==> config.mk <==
export PLATFORM = sky130hd
export DESIGN_NAME = cam_stream_gen
export DESIGN_NICKNAME = d
export VERILOG_FILES = /design/src/rtl/cam_stream_gen.sv
export SDC_FILE = /design/constraint.sdc
export NUM_CORES = 1
export LEC_CHECK = 0
export CAP_MARGIN = 20
export CORE_MARGIN = 2
export CORE_UTILIZATION = 38
export DETAILED_ROUTE_END_ITERATION = 7
export SETUP_SLACK_MARGIN = 0.2
export SLEW_MARGIN = 15
export SYNTH_ARGS = -nofsm -noshare
export SYNTH_HDL_FRONTEND = slang
export SYNTH_SLANG_ARGS = --single-unit
==> constraint.sdc <==
create_clock -name clk -period 5.5 [get_ports clk]
set_clock_uncertainty 0.15 [all_clocks]
set_input_delay 0.55 -clock clk [delete_from_list [all_inputs] [get_ports clk]]
set_output_delay 0.55 -clock clk [all_outputs]
set_load 0.01 [all_outputs]
==> src/rtl/cam_stream_gen.sv <==
// rtl/cam_stream_gen.sv - synthetic vsync/href/RGB565 camera stream generator
// Optional feature macro: CAM_STREAM_LFSR_EN (builds the LFSR and pattern 3;
// the LFSR_SEED parameter exists only in that build).
// Ports:
//   clk               rising-edge clock
//   rst_n             asynchronous active-low reset
//   enable            run frames back to back while high
//   pattern_sel[1:0]  0 solid, 1 ramp, 2 checker, 3 LFSR; latched at frame start
//   vsync             frame-start pulse, VSYNC_CYCLES wide
//   href              line-active qualifier, IMG_WIDTH cycles per line
//   pixel_data[15:0]  RGB565 pixel, zero whenever href is low
//   frame_done        one-cycle pulse on the first vertical-blanking cycle
//   busy              high whenever the generator is not idle
//   frame_count[15:0] completed frames, wrapping
module cam_stream_gen #(
  parameter int          IMG_WIDTH     = 64,
  parameter int          IMG_HEIGHT    = 48,
  parameter int          VSYNC_CYCLES  = 2,
  parameter int          HBLANK_CYCLES = 2,
  parameter int          VBLANK_CYCLES = 4,
  parameter logic [15:0] SOLID_COLOR   = 16'hF800
`ifdef CAM_STREAM_LFSR_EN
  ,
  parameter logic [31:0] LFSR_SEED     = 32'h1BADB002
`endif
) (
  input  logic        clk,
  input  logic        rst_n,
  input  logic        enable,
  input  logic [1:0]  pattern_sel,
  output logic        vsync,
  output logic        href,
  output logic [15:0] pixel_data,
  output logic        frame_done,
  output logic        busy,
  output logic [15:0] frame_count
);

  localparam logic [15:0] LAST_COL = 16'(IMG_WIDTH - 1);
  localparam logic [15:0] LAST_ROW = 16'(IMG_HEIGHT - 1);
  localparam logic [15:0] VS_LAST  = 16'(VSYNC_CYCLES - 1);
  localparam logic [15:0] HB_LAST  = 16'(HBLANK_CYCLES - 1);
  localparam logic [15:0] VB_LAST  = 16'(VBLANK_CYCLES - 1);

  typedef enum logic [2:0] {
    S_IDLE,
    S_VSYNC,
    S_ACTIVE,
    S_HBLANK,
    S_VBLANK
  } state_t;

  state_t      state, state_nx;
  logic [15:0] col, row, tcnt;
  logic [1:0]  pat_q;
  logic [15:0] pix_c;

  always_ff @(posedge clk or negedge rst_n) begin
    if (!rst_n) state <= S_IDLE;
    else        state <= state_nx;
  end

  always_comb begin
    state_nx = state;
    case (state)
      S_IDLE:   if (enable) state_nx = S_VSYNC;
      S_VSYNC:  if (tcnt == VS_LAST) state_nx = S_ACTIVE;
      S_ACTIVE: if (col == LAST_COL) state_nx = S_HBLANK;
      S_HBLANK: if (tcnt == HB_LAST) state_nx = (row == LAST_ROW) ? S_VBLANK : S_ACTIVE;
      // enable is only consulted here, so a frame in flight always completes.
      S_VBLANK: if (tcnt == VB_LAST) state_nx = enable ? S_VSYNC : S_IDLE;
      default:  state_nx = S_IDLE;
    endcase
  end

  // tcnt measures time spent in the current sync/blanking state.
  always_ff @(posedge clk or negedge rst_n) begin
    if (!rst_n) begin
      tcnt <= '0;
      col  <= '0;
      row  <= '0;
    end else begin
      if (state_nx != state)
        tcnt <= '0;
      else if (state == S_VSYNC || state == S_HBLANK || state == S_VBLANK)
        tcnt <= tcnt + 16'd1;

      if (state == S_ACTIVE)
        col <= (state_nx == S_ACTIVE) ? col + 16'd1 : '0;
      else if (state_nx == S_ACTIVE)
        col <= '0;

      if (state == S_VSYNC && state_nx == S_ACTIVE)
        row <= '0;
      else if (state == S_HBLANK && state_nx == S_ACTIVE)
        row <= row + 16'd1;
    end
  end

  // The pattern is captured on entry to VSYNC so a frame is never mixed.
  always_ff @(posedge clk or negedge rst_n) begin
    if (!rst_n)
      pat_q <= 2'd0;
    else if (state_nx == S_VSYNC && state != S_VSYNC)
      pat_q <= pattern_sel;
  end

`ifdef CAM_STREAM_LFSR_EN
  localparam logic [31:0] LFSR_TAPS = 32'h80200003;
  localparam logic [31:0] SEED_EFF  = (LFSR_SEED == 32'h0) ? 32'h1 : LFSR_SEED;

  logic [31:0] lfsr;

  // Free-running across frames; only reset reloads the seed.
  always_ff @(posedge clk or negedge rst_n) begin
    if (!rst_n)
      lfsr <= SEED_EFF;
    else if (state == S_ACTIVE && pat_q == 2'd3)
      lfsr <= {1'b0, lfsr[31:1]} ^ (lfsr[0] ? LFSR_TAPS : 32'h0);
  end
`endif

  always_comb begin
    pix_c = 16'h0000;
    case (pat_q)
      2'd0: pix_c = SOLID_COLOR;
      2'd1: pix_c = {col[7:3], col[7:2], col[7:3]};
      2'd2: pix_c = (col[3] ^ row[3]) ? 16'hFFFF : 16'h0000;
      default: begin
`ifdef CAM_STREAM_LFSR_EN
        pix_c = lfsr[15:0];
`else
        pix_c = 16'h0000;
`endif
      end
    endcase
  end

  // Outputs are registered from the current state, so the visible stream
  // trails the state register by one clock; all outputs share that delay.
  always_ff @(posedge clk or negedge rst_n) begin
    if (!rst_n) begin
      vsync       <= 1'b0;
      href        <= 1'b0;
      pixel_data  <= 16'h0000;
      frame_done  <= 1'b0;
      busy        <= 1'b0;
      frame_count <= 16'h0000;
    end else begin
      vsync      <= (state == S_VSYNC);
      href       <= (state == S_ACTIVE);
      pixel_data <= (state == S_ACTIVE) ? pix_c : 16'h0000;
      busy       <= (state != S_IDLE);
      frame_done <= (state == S_VBLANK && tcnt == 16'd0);
      if (state == S_VBLANK && tcnt == 16'd0)
        frame_count <= frame_count + 16'd1;
    end
  end

endmodule
==> impl_metrics.json, run 1 <==
{
  "outcome": "complete, no violations",
  "hold_buffers": 0,
  "period_minus_slack_ns": 2.94,
  "grt_use_met1": 0.201,
  "antenna_found_initial": 0,
  "yosysWarningCount": 0,
  "dp_hpwl_mm": 5.76,
  "required_ns": 5.62,
  "top_usage_layer": "met2",
  "core_mm2": 0.0108,
  "dr_total_vias": 3130,
  "p_sw_mw": 0.248,
  "routed_via_density": 5.22,
  "io_pins": 41,
  "crit_type": "reg -> reg",
  "cts-root-buf": "clkbuf_8",
  "syn_inst": 418,
  "finalSetupViolCount": 0,
  "overflow": 0,
  "fin_cells": 600,
  "power.density_mw_per_mm2": 215,
  "synth-edff-count": 0,
  "grt_max_degree": 85,
  "nets": 466,
  "cts.sinks": 84,
  "io_buffers": 40,
  "wl_per_cell_um": 13.8,
  "hold_violations": 0,
  "switching_share": 0.237,
  "holdWs_ns": 0.0743,
  "drt_iter0_drc": 111,
  "grt_pass1_vias": 3037,
  "avgSynthCellArea_um2": 10.0,
  "r2r_slack_ns": 2.56,
  "htree_levels": 3,
  "yosysSeqAreaShare": 0.501,
  "worstSkewPairLatency_ns": 0.35,
  "cp.arrival_ns": 3.06,
  "finish.utilization": 0.452,
  "cts_made_buffers": 9,
  "synthesis.nets": 429,
  "dr.pass1.iters": 4,
  "crit_path_end_kind": "register",
  "fin_tns_setup_ns": 0,
  "die_y_um": 109,
  "seq_power_share": 0.589,
  "start_util": 0.389,
  "cts_resized": 0,
  "met2_usage": 0.243,
  "max-slew-margin-rel": 0.384,
  "cts_buffer_depth": 2,
  "combPwrFrac": 0.014,
  "ys_types": 43,
  "row_count": 38,
  "rsz0062_at_grt": "no",
  "gp_congestion": 0.787,
  "clock.fmax_mhz": 340,
  "worstPathMaxFanout": 27,
  "grt_usage": 0.150,
  "wl_mm": 8.26,
  "antennaDiodeCount": 0,
  "path_clk_slew_ns": 0.09,
  "ff2ff_path_depth": 7,
  "post-cts-setup-buffer-count": 0,
  "fin_crit_sh": 0.534,
  "p_leak_nw": 2.02,
  "die_area_mm2": 0.0119,
  "area_growth_pct": 16.2,
  "clkPwrFrac": 0.397,
  "synth_ff_type": "dfrtp_1",
  "hold_class": "in -> async",
  "worstMarginPinSlew_ns": 0.916,
  "p_int_mw": 0.799,
  "use_met3": 0.0245,
  "drc_errors": 0,
  "ys_ff_latch": 84,
  "maxCapViolations": 0,
  "dp_cells": 584,
  "cts_tree": "done",
  "async_flop_share": 1.00,
  "max-vdd-ir-drop_mv": 0.107,
  "fp.dieW_um": 109,
  "syn-cell-area_mm2": 0.00420,
  "nFillCells": 1069,
  "total_power_mw": 1.05,
  "drive_above_1_share": 0.0652,
  "drv_slew": 0,
  "cp-start-kind": "register",
  "grt_pass1_wl_mm": 14.1,
  "postRouteAntennaNets": 0
}
==> through the flow <==
step	instance area, um2	setup slack (ns)
3_5_place_dp	4690	2.57
4_1_cts	4870	2.54
2_1_floorplan	4200	3.08
5_1_grt	4880	2.33
6_report	4880	2.56
3_3_place_gp	4690	2.63
==> path summary, 6_finish.rpt <==
path | startpoint | to
worst max-delay path | tcnt[1] | row[15]
worst min register to register | frame_count[15] | frame_count[15]
worst min-delay path | rst_n | tcnt[14]
min in group clk | frame_count[15] | frame_count[15]
worst max register to register | tcnt[1] | row[15]
max in group asynchronous | rst_n | row[13]
==> sequential cells by signal (all words and copies together) (netlist names) <==
| name | count |
|---|---|
| busy | 1 |
| col | 16 |
| frame_count | 16 |
| frame_done | 1 |
| href | 1 |
| pat_q | 2 |
| pixel_data | 11 |
| row | 16 |
| state | 3 |
| tcnt | 16 |
| vsync | 1 |
==> placed cells by master, fill, tap and decap left out, types with 2 or more instances in the layout <==
cell / n
dfrtp_1: 84
nor2_1: 49
clkdlybuf4s50_1: 39
xnor2_1: 34
nand2_1: 32
a21oi_1: 23
nand3_1: 18
nand4_1: 16
inv_1: 15
o21ai_0: 14
or3_1: 10
nor3_1: 10
clkbuf_8: 10
and4_1: 9
xor2_1: 9
or4_1: 8
nor2b_1: 6
and3_1: 6
nor4_1: 6
a21o_1: 6
o31ai_1: 6
ha_1: 6
nor4_4: 4
mux2_2: 4
nand2b_1: 3
nor3b_1: 3
nand3b_1: 3
and2_1: 3
o2111ai_1: 3
o211ai_1: 2
a22o_1: 2
inv_6: 2
clkinvlp_4: 2
==> kinds of logic (layout without fill, tap and decap cells) <==
family | Yosys count | count (layout) | share of synthesized area
xor+xnor | 43 | 43 | 0.0897
mux | 4 | 4 | 0.0107
simple gates | 191 | 191 | 0.258
fa+ha+maj | 6 | 6 | 0.0179
flops | 84 | 84 | 0.501
buf+inv | 30 | 72 | 0.0346
compound gates | 60 | 60 | 0.0885
==> final cells by class <==
type | count | area [um2] | share of cell area
sequential | 84 | 2100 | 0.431
multi-input combinational | 304 | 1950 | 0.400
timing repair buffer | 41 | 409 | 0.0839
tap | 140 | 175 | 0.0359
clock buffer | 10 | 138 | 0.0282
inverter | 15 | 56.3 | 0.0115
clock inverter | 6 | 46.3 | 0.00949
==> metal layers <==
| layer | up-vias | share of wire |
|---|---|---|
| met3 | 11 | 0.039 |
| met5 | - | 0 |
| met2 | 65 | 0.46 |
| li1 | 1554 | - |
| met1 | 1500 | 0.49 |
| met4 | 0 | 0.012 |
==> power by group through the flow <==
| stage | sequential [mW] | clock, mW | combinational, mW |
|---|---|---|---|
| floorplan | 0.629 | 0 | 0.0000208 |
| global placement | 0.629 | 0 | 0.0152 |
| detailed placement | 0.629 | 0 | 0.0154 |
| CTS | 0.617 | 0.427 | 0.0154 |
| global route | 0.617 | 0.454 | 0.0176 |
| finish | 0.617 | 0.416 | 0.0143 |
==> worst max-delay path, stage by stage (launching register included) <==
cell and delay, ns:
dfrtp_1 0.43, inv_1 0.09, ha_1 0.19, nor3b_1 0.35, nand4_4 0.19, or3_1 0.68
or4_1 0.60, a21oi_1 0.17
==> cell usage after synthesis, drive strengths merged, types with 2 or more instances <==
cell type | number | area share
nor2b | 6 | 0.0089
nor3b | 3 | 0.0054
or3 | 10 | 0.015
a21o | 6 | 0.011
o21ai | 14 | 0.017
nand4 | 17 | 0.029
nand3 | 18 | 0.021
xor2 | 9 | 0.019
and2 | 3 | 0.0045
o31ai | 6 | 0.011
inv | 15 | 0.013
buf | 12 | 0.018
nand3b | 3 | 0.0054
and3 | 6 | 0.0089
or4 | 8 | 0.014
nor4 | 10 | 0.029
o211ai | 2 | 0.0036
nand2b | 3 | 0.0045
and4 | 9 | 0.019
o2111ai | 3 | 0.0063
nand2 | 33 | 0.030
ha | 6 | 0.018
nor2 | 49 | 0.044
xnor2 | 34 | 0.071
clkbuf | 3 | 0.0027
dfrtp | 84 | 0.50
a21oi | 23 | 0.027
nor3 | 10 | 0.012
a22o | 2 | 0.0042
mux2 | 4 | 0.011
Note: power is estimated with default switching activity, not from simulation.
==> inputs of run 2 (changes only) <==
==> constraint.sdc (replaced) <==
create_clock -name clk -period 2.43 [get_ports clk]
set_clock_uncertainty 0.15 [all_clocks]
set_input_delay 0.243 -clock clk [delete_from_list [all_inputs] [get_ports clk]]
set_output_delay 0.243 -clock clk [all_outputs]
set_load 0.01 [all_outputs]
==> run 2 against run 1 <==
Compared with the run above: worst setup slack lost 2.5 ns; non-clock buffer count grew 56; routed wire length grew 19%; via count grew 11%; clock power grew to 2.9 times the previous value; design area grew 18%; fmax grew 22%; sequential power grew 130%; clock-buffer cell count is the same; die area is the same; highest routed layer unchanged.
==> impl_metrics.json, run 2 (same netlist as run 1, synthesis figures left out) <==
{
  "r2r-start": "tcnt[1]",
  "holdWs_ns": 0.195,
  "dp_hpwl_mm": 6.28,
  "required_ns": 2.58,
  "grt_use_met1": 0.237,
  "worstMarginPinSlew_ns": 0.468,
  "rsz0062_at_grt": "yes",
  "row_count": 38,
  "wl_mm": 9.87,
  "hold_violations": 0,
  "ff2ff_path_depth": 8,
  "multi_input_area_mm2": 0.00224,
  "register_area_mm2": 0.00210,
  "antenna_found_initial": 0,
  "dp_cells": 616,
  "outcome": "complete, no violations",
  "cts_tree": "done",
  "area_growth_pct": 36.5,
  "max-vdd-ir-drop_mv": 0.267,
  "cp-endpoint": "row[13]",
  "power.density_mw_per_mm2": 461,
  "met2_usage": 0.287,
  "worstPathCellList": "inv_2 > ha_4 > nor3b_4 > nand4_4 > or3_4 > buf_12 > or4_4 > a21oi_2",
  "die_area_mm2": 0.0119,
  "core_mm2": 0.0108,
  "period_minus_slack_ns": 2.41,
  "io_buffers": 40,
  "grt_pass1_vias": 3501,
  "grt_usage": 0.180,
  "worstPathMaxFanout": 7,
  "wl_per_cell_um": 15.1,
  "worstSkewPairLatency_ns": 0.37,
  "clock.fmax_mhz": 415,
  "cpPeakStageDelay_ns": 0.53,
  "path_clk_slew_ns": 0.08,
  "max-slew-margin-rel": 0.683,
  "drt_iter0_drc": 135,
  "r2r-end": "row[13]",
  "p_leak_nw": 2.39,
  "dr.pass1.iters": 4,
  "cts_made_buffers": 9,
  "top_usage_layer": "met2",
  "die_y_um": 109,
  "hold_class": "in -> async",
  "fp.dieW_um": 109,
  "crit_type": "reg -> reg",
  "dr_total_vias": 3465,
  "r2r_slack_ns": 0.02,
  "nets": 523,
  "nFillCells": 959,
  "gp_congestion": 0.798,
  "grt_max_degree": 42,
  "cp-start-kind": "register",
  "io_pins": 41,
  "maxCapViolations": 0,
  "crit_path_end_kind": "register",
  "cp.arrival_ns": 2.56,
  "fin_crit_sh": 0.992,
  "grt_pass1_wl_mm": 16.7,
  "start_util": 0.389,
  "crit_slowest_cell": "or4_4",
  "final_common_cell": "dfrtp_1",
  "routed_via_density": 5.29,
  "finalSetupViolCount": 0,
  "final_cell_mix": "84 x dfrtp_1, 46 x buf_4, 40 x nor2_1",
  "antennaDiodeCount": 0,
  "drive_above_1_share": 0.233,
  "cts-root-buf": "clkbuf_8",
  "cts_buffer_depth": 2,
  "htree_levels": 3,
  "postRouteAntennaNets": 0,
  "use_met3": 0.0347,
  "setup.worst_path.start": "tcnt[1]",
  "overflow": 0,
  "cts.sinks": 84,
  "drv_slew": 0,
  "drc_errors": 0,
  "fin_cells": 655
}
==> run 2: cell count changes in the layout (fill, tap and decap cells not counted), moves of 3 or more <==
cell and change:
o31ai_1 -4, o31ai_4 +4, a21oi_1 -6, or4_1 -3, buf_6 +5, bufinv_16 +3, or4_4 +3, nor2_4 +9
buf_4 +45, a21oi_2 +6, o21ai_0 -5, nor2_1 -9
==> run 2: worst min-delay path by stage <==
stage,startpoint,endpoint,slack (ns),cells after the start
after floorplan,rst_n,busy,-0.20,0
after global placement,rst_n,tcnt[11],0.05,1
after detailed placement,rst_n,tcnt[11],0.06,1
after CTS,rst_n,tcnt[8],0.20,2
after global routing,rst_n,tcnt[8],0.24,2
final,rst_n,tcnt[11],0.19,2
==> run 2: metal layers <==
layer,vias to the layer above,share of wire
li1,1670,-
met1,1706,0.46
met2,76,0.48
met3,13,0.044
met4,0,0.018
met5,-,0
==> run 2: cell type report <==
cell class | instances | area share
multi-input combinational | 305 | 0.391
inverter | 15 | 0.00982
tap | 140 | 0.0306
clock inverter | 4 | 0.0172
clock buffer | 10 | 0.0240
sequential | 84 | 0.367
timing repair buffer | 97 | 0.161
==> run 2: through the flow <==
| stage | worst slack [ns] | total power, mW | util | setup TNS (ns) | area, um2 |
|---|---|---|---|---|---|
| 5_1_grt | -0.0484 | 2.74 | 0.531 | -0.226 | 5730 |
| 3_3_place_gp | 0.0869 | 1.46 | 0.460 | 0 | 4970 |
| 6_report | 0.0193 | 2.64 | 0.531 | 0 | 5730 |
| 2_1_floorplan | 0.127 | 1.42 | - | 0 | 4210 |
| 3_5_place_dp | 0.0181 | 1.47 | 0.460 | 0 | 4970 |
| 4_1_cts | 0.0551 | 2.68 | 0.514 | 0 | 5540 |
==> run 2: power breakdown <==
group / internal (mW) / switching (mW) / leakage (nW) / total [mW]
combinational: 0.0107 / 0.0284 / 1.15 / 0.0391
clock: 0.701 / 0.507 / 0.118 / 1.21
sequential: 1.40 / 0 / 1.11 / 1.40
total: 2.11 / 0.536 / 2.39 / 2.64
==> run 2: what timing repair did <==
item                                    in CTS  in global routing
buffers inserted                            15                  6
gates resized for setup                     40                 32
endpoints found under the setup margin      30                 40
hold endpoints to repair                    29                  0
cloned                                       3                  0
hold buffers                                 1                  0
pin swaps                                   40                 15
==> run 2: worst max-delay path: cells and delay by family (launching register included) <==
family / cells / cell delay (ns)
fa+ha+maj: 1 / 0.13
simple gates: 4 / 1.27
flops: 1 / 0.40
buf+inv: 2 / 0.24
compound gates: 1 / 0.15
==> inputs of run 3 (changes only) <==
--- a/config.mk
+++ b/config.mk
@@ -8,6 +8,7 @@
 export CAP_MARGIN = 20
 export CORE_MARGIN = 2
 export CORE_UTILIZATION = 38
+export CTS_CLUSTER_DIAMETER = 40
 export DETAILED_ROUTE_END_ITERATION = 7
 export SETUP_SLACK_MARGIN = 0.2
 export SLEW_MARGIN = 15
==> constraint.sdc (replaced) <==
create_clock -name clk -period 2.92 [get_ports clk]
set_clock_uncertainty 0.15 [all_clocks]
set_input_delay 0.292 -clock clk [delete_from_list [all_inputs] [get_ports clk]]
set_output_delay 0.292 -clock clk [all_outputs]
set_load 0.01 [all_outputs]
==> run 3 against run 2 <==
Compared with the run above: non-clock buffer count shrank 42; combinational power is 27% lower; via count fell by 7.7%; register-to-register slack improved by 0.43 ns; sequential power shrank 17%; flip-flop and latch count stayed put; final cell count fell by 6.3%; fmax fell by 2.6%; highest routed layer unchanged; critical path type unchanged; clock-buffer cell count decreased by 1.
==> impl_metrics.json, run 3 (same netlist as run 1, synthesis figures left out) <==
{
  "grt_pass1_vias": 3091,
  "worstPathMaxFanout": 23,
  "io_pins": 41,
  "worstMarginPinSlew_ns": 0.769,
  "maxCapViolations": 0,
  "crit_type": "reg -> reg",
  "fp.dieW_um": 109,
  "cts.sinks": 84,
  "cts_made_buffers": 9,
  "die_y_um": 109,
  "required_ns": 3.05,
  "postRouteAntennaNets": 0,
  "max-vdd-ir-drop_mv": 0.186,
  "start_util": 0.389,
  "htree_levels": 3,
  "final_common_cell": "dfrtp_1",
  "cp-start-kind": "register",
  "power.density_mw_per_mm2": 394,
  "total_power_mw": 1.96,
  "area_growth_pct": 18.9,
  "crit_path_end_kind": "register",
  "drc_errors": 0,
  "cts_buffer_depth": 2,
  "final_cell_mix": "84 x dfrtp_1, 49 x nor2_1, 39 x clkdlybuf4s50_1",
  "period_minus_slack_ns": 2.48,
  "max-slew-margin-rel": 0.487,
  "hold_class": "reg -> reg",
  "antennaDiodeCount": 0,
  "dp_hpwl_mm": 5.85,
  "outcome": "complete, no violations",
  "worstPathCellList": "inv_1 > ha_1 > nor3b_2 > nand4_4 > or3_4 > or4_1 > a21oi_1",
  "fin_tns_setup_ns": 0,
  "cts-root-buf": "clkbuf_8",
  "wl_per_cell_um": 14.0,
  "dr_total_vias": 3199,
  "cts_tree": "done",
  "wl_mm": 8.59,
  "path_clk_slew_ns": 0.10,
  "grt_pass1_wl_mm": 14.8,
  "die_area_mm2": 0.0119,
  "gp_congestion": 0.825,
  "routed_via_density": 5.21,
  "hold_violations": 0,
  "overflow": 0,
  "dr.pass1.iters": 5,
  "rsz0062_at_grt": "no",
  "drt_iter0_drc": 106,
  "finalSetupViolCount": 0,
  "cp.arrival_ns": 2.61,
  "core_mm2": 0.0108,
  "finish.utilization": 0.463,
  "fin_crit_sh": 0.848,
  "cpPeakStageDelay_ns": 0.54,
  "crit_slowest_cell": "or4_1",
  "p_leak_nw": 2.10,
  "drv_slew": 0,
  "io_buffers": 40,
  "clock.fmax_mhz": 404,
  "row_count": 38,
  "worstSkewPairLatency_ns": 0.37,
  "grt_max_degree": 85,
  "nets": 480,
  "grt_usage": 0.159,
  "drive_above_1_share": 0.0949,
  "antenna_found_initial": 0
}
run 3: cell types whose count changed in the layout (fill, tap and decap cells not counted), sizes merged:
cell and change:
clkbuf -1, clkinv +2, buf -42, inv +3, nand2 -1, bufinv -3
clkinvlp +1
run 3: layer usage:
metal	global-route usage	share of wire	up-vias
met3	0.0389	0.040	13
met4	0.0531	0.018	0
li1	-	-	1587
met1	0.218	0.49	1537
met2	0.247	0.45	62
met5	0	0	-
run 3: layout make-up:
| class | count | area (um2) |
|---|---|---|
| timing repair buffer | 55 | 517 |
| sequential | 84 | 2100 |
| multi-input combinational | 304 | 1960 |
| fill | 1045 | 5800 |
| tap | 140 | 175 |
| inverter | 15 | 56.3 |
| clock buffer | 9 | 124 |
| clock inverter | 7 | 56.3 |
run 3: worst paths after layout:
path,startpoint,to,slack (ns),depth (start not counted)
setup / recovery,tcnt[1],row[15],0.44,7
hold reg to reg,frame_count[15],frame_count[15],0.33,1
max in group asynchronous,rst_n,tcnt[8],1.70,2
setup reg to reg,tcnt[1],row[15],0.44,7
min in group asynchronous,rst_n,row[6],0.39,2
hold / removal,frame_count[15],frame_count[15],0.33,1
run 3: per-stage QoR:
stage / hold WS, ns / setup WS (ns) / area [um2] / std cells
6_report: 0.327 / 0.444 / 4990 / 614
5_1_grt: 0.341 / 0.295 / 4990 / 614
4_1_cts: 0.0134 / 0.330 / 4970 / 613
3_5_place_dp: 0.310 / 0.140 / 4790 / 597
3_3_place_gp: 0.306 / 0.247 / 4790 / 597
2_1_floorplan: -0.154 / 0.504 / 4200 / 418
run 3: power by group:
part           total [mW]  internal, mW  leakage [nW]  switching [mW]
Sequential           1.16          1.16          1.11               0
Combinational      0.0284       0.00568         0.895          0.0228
Clock               0.774         0.319        0.0906           0.455
Total                1.96          1.49          2.10           0.478
run 3: worst max-delay path: cells and delay by family (launching register included):
kind / cells / cell delay, ns
simple gates: 4 / 1.37
buf+inv: 1 / 0.10
flops: 1 / 0.42
fa+ha+maj: 1 / 0.19
compound gates: 1 / 0.16
run 3: repair_timing:
action / in CTS / in global routing
hold buffers: 0 / 1
resized for setup: 1 / 1
buffers inserted: 0 / 0
endpoints found under the setup margin: 8 / 3
hold endpoints to repair: 0 / 84
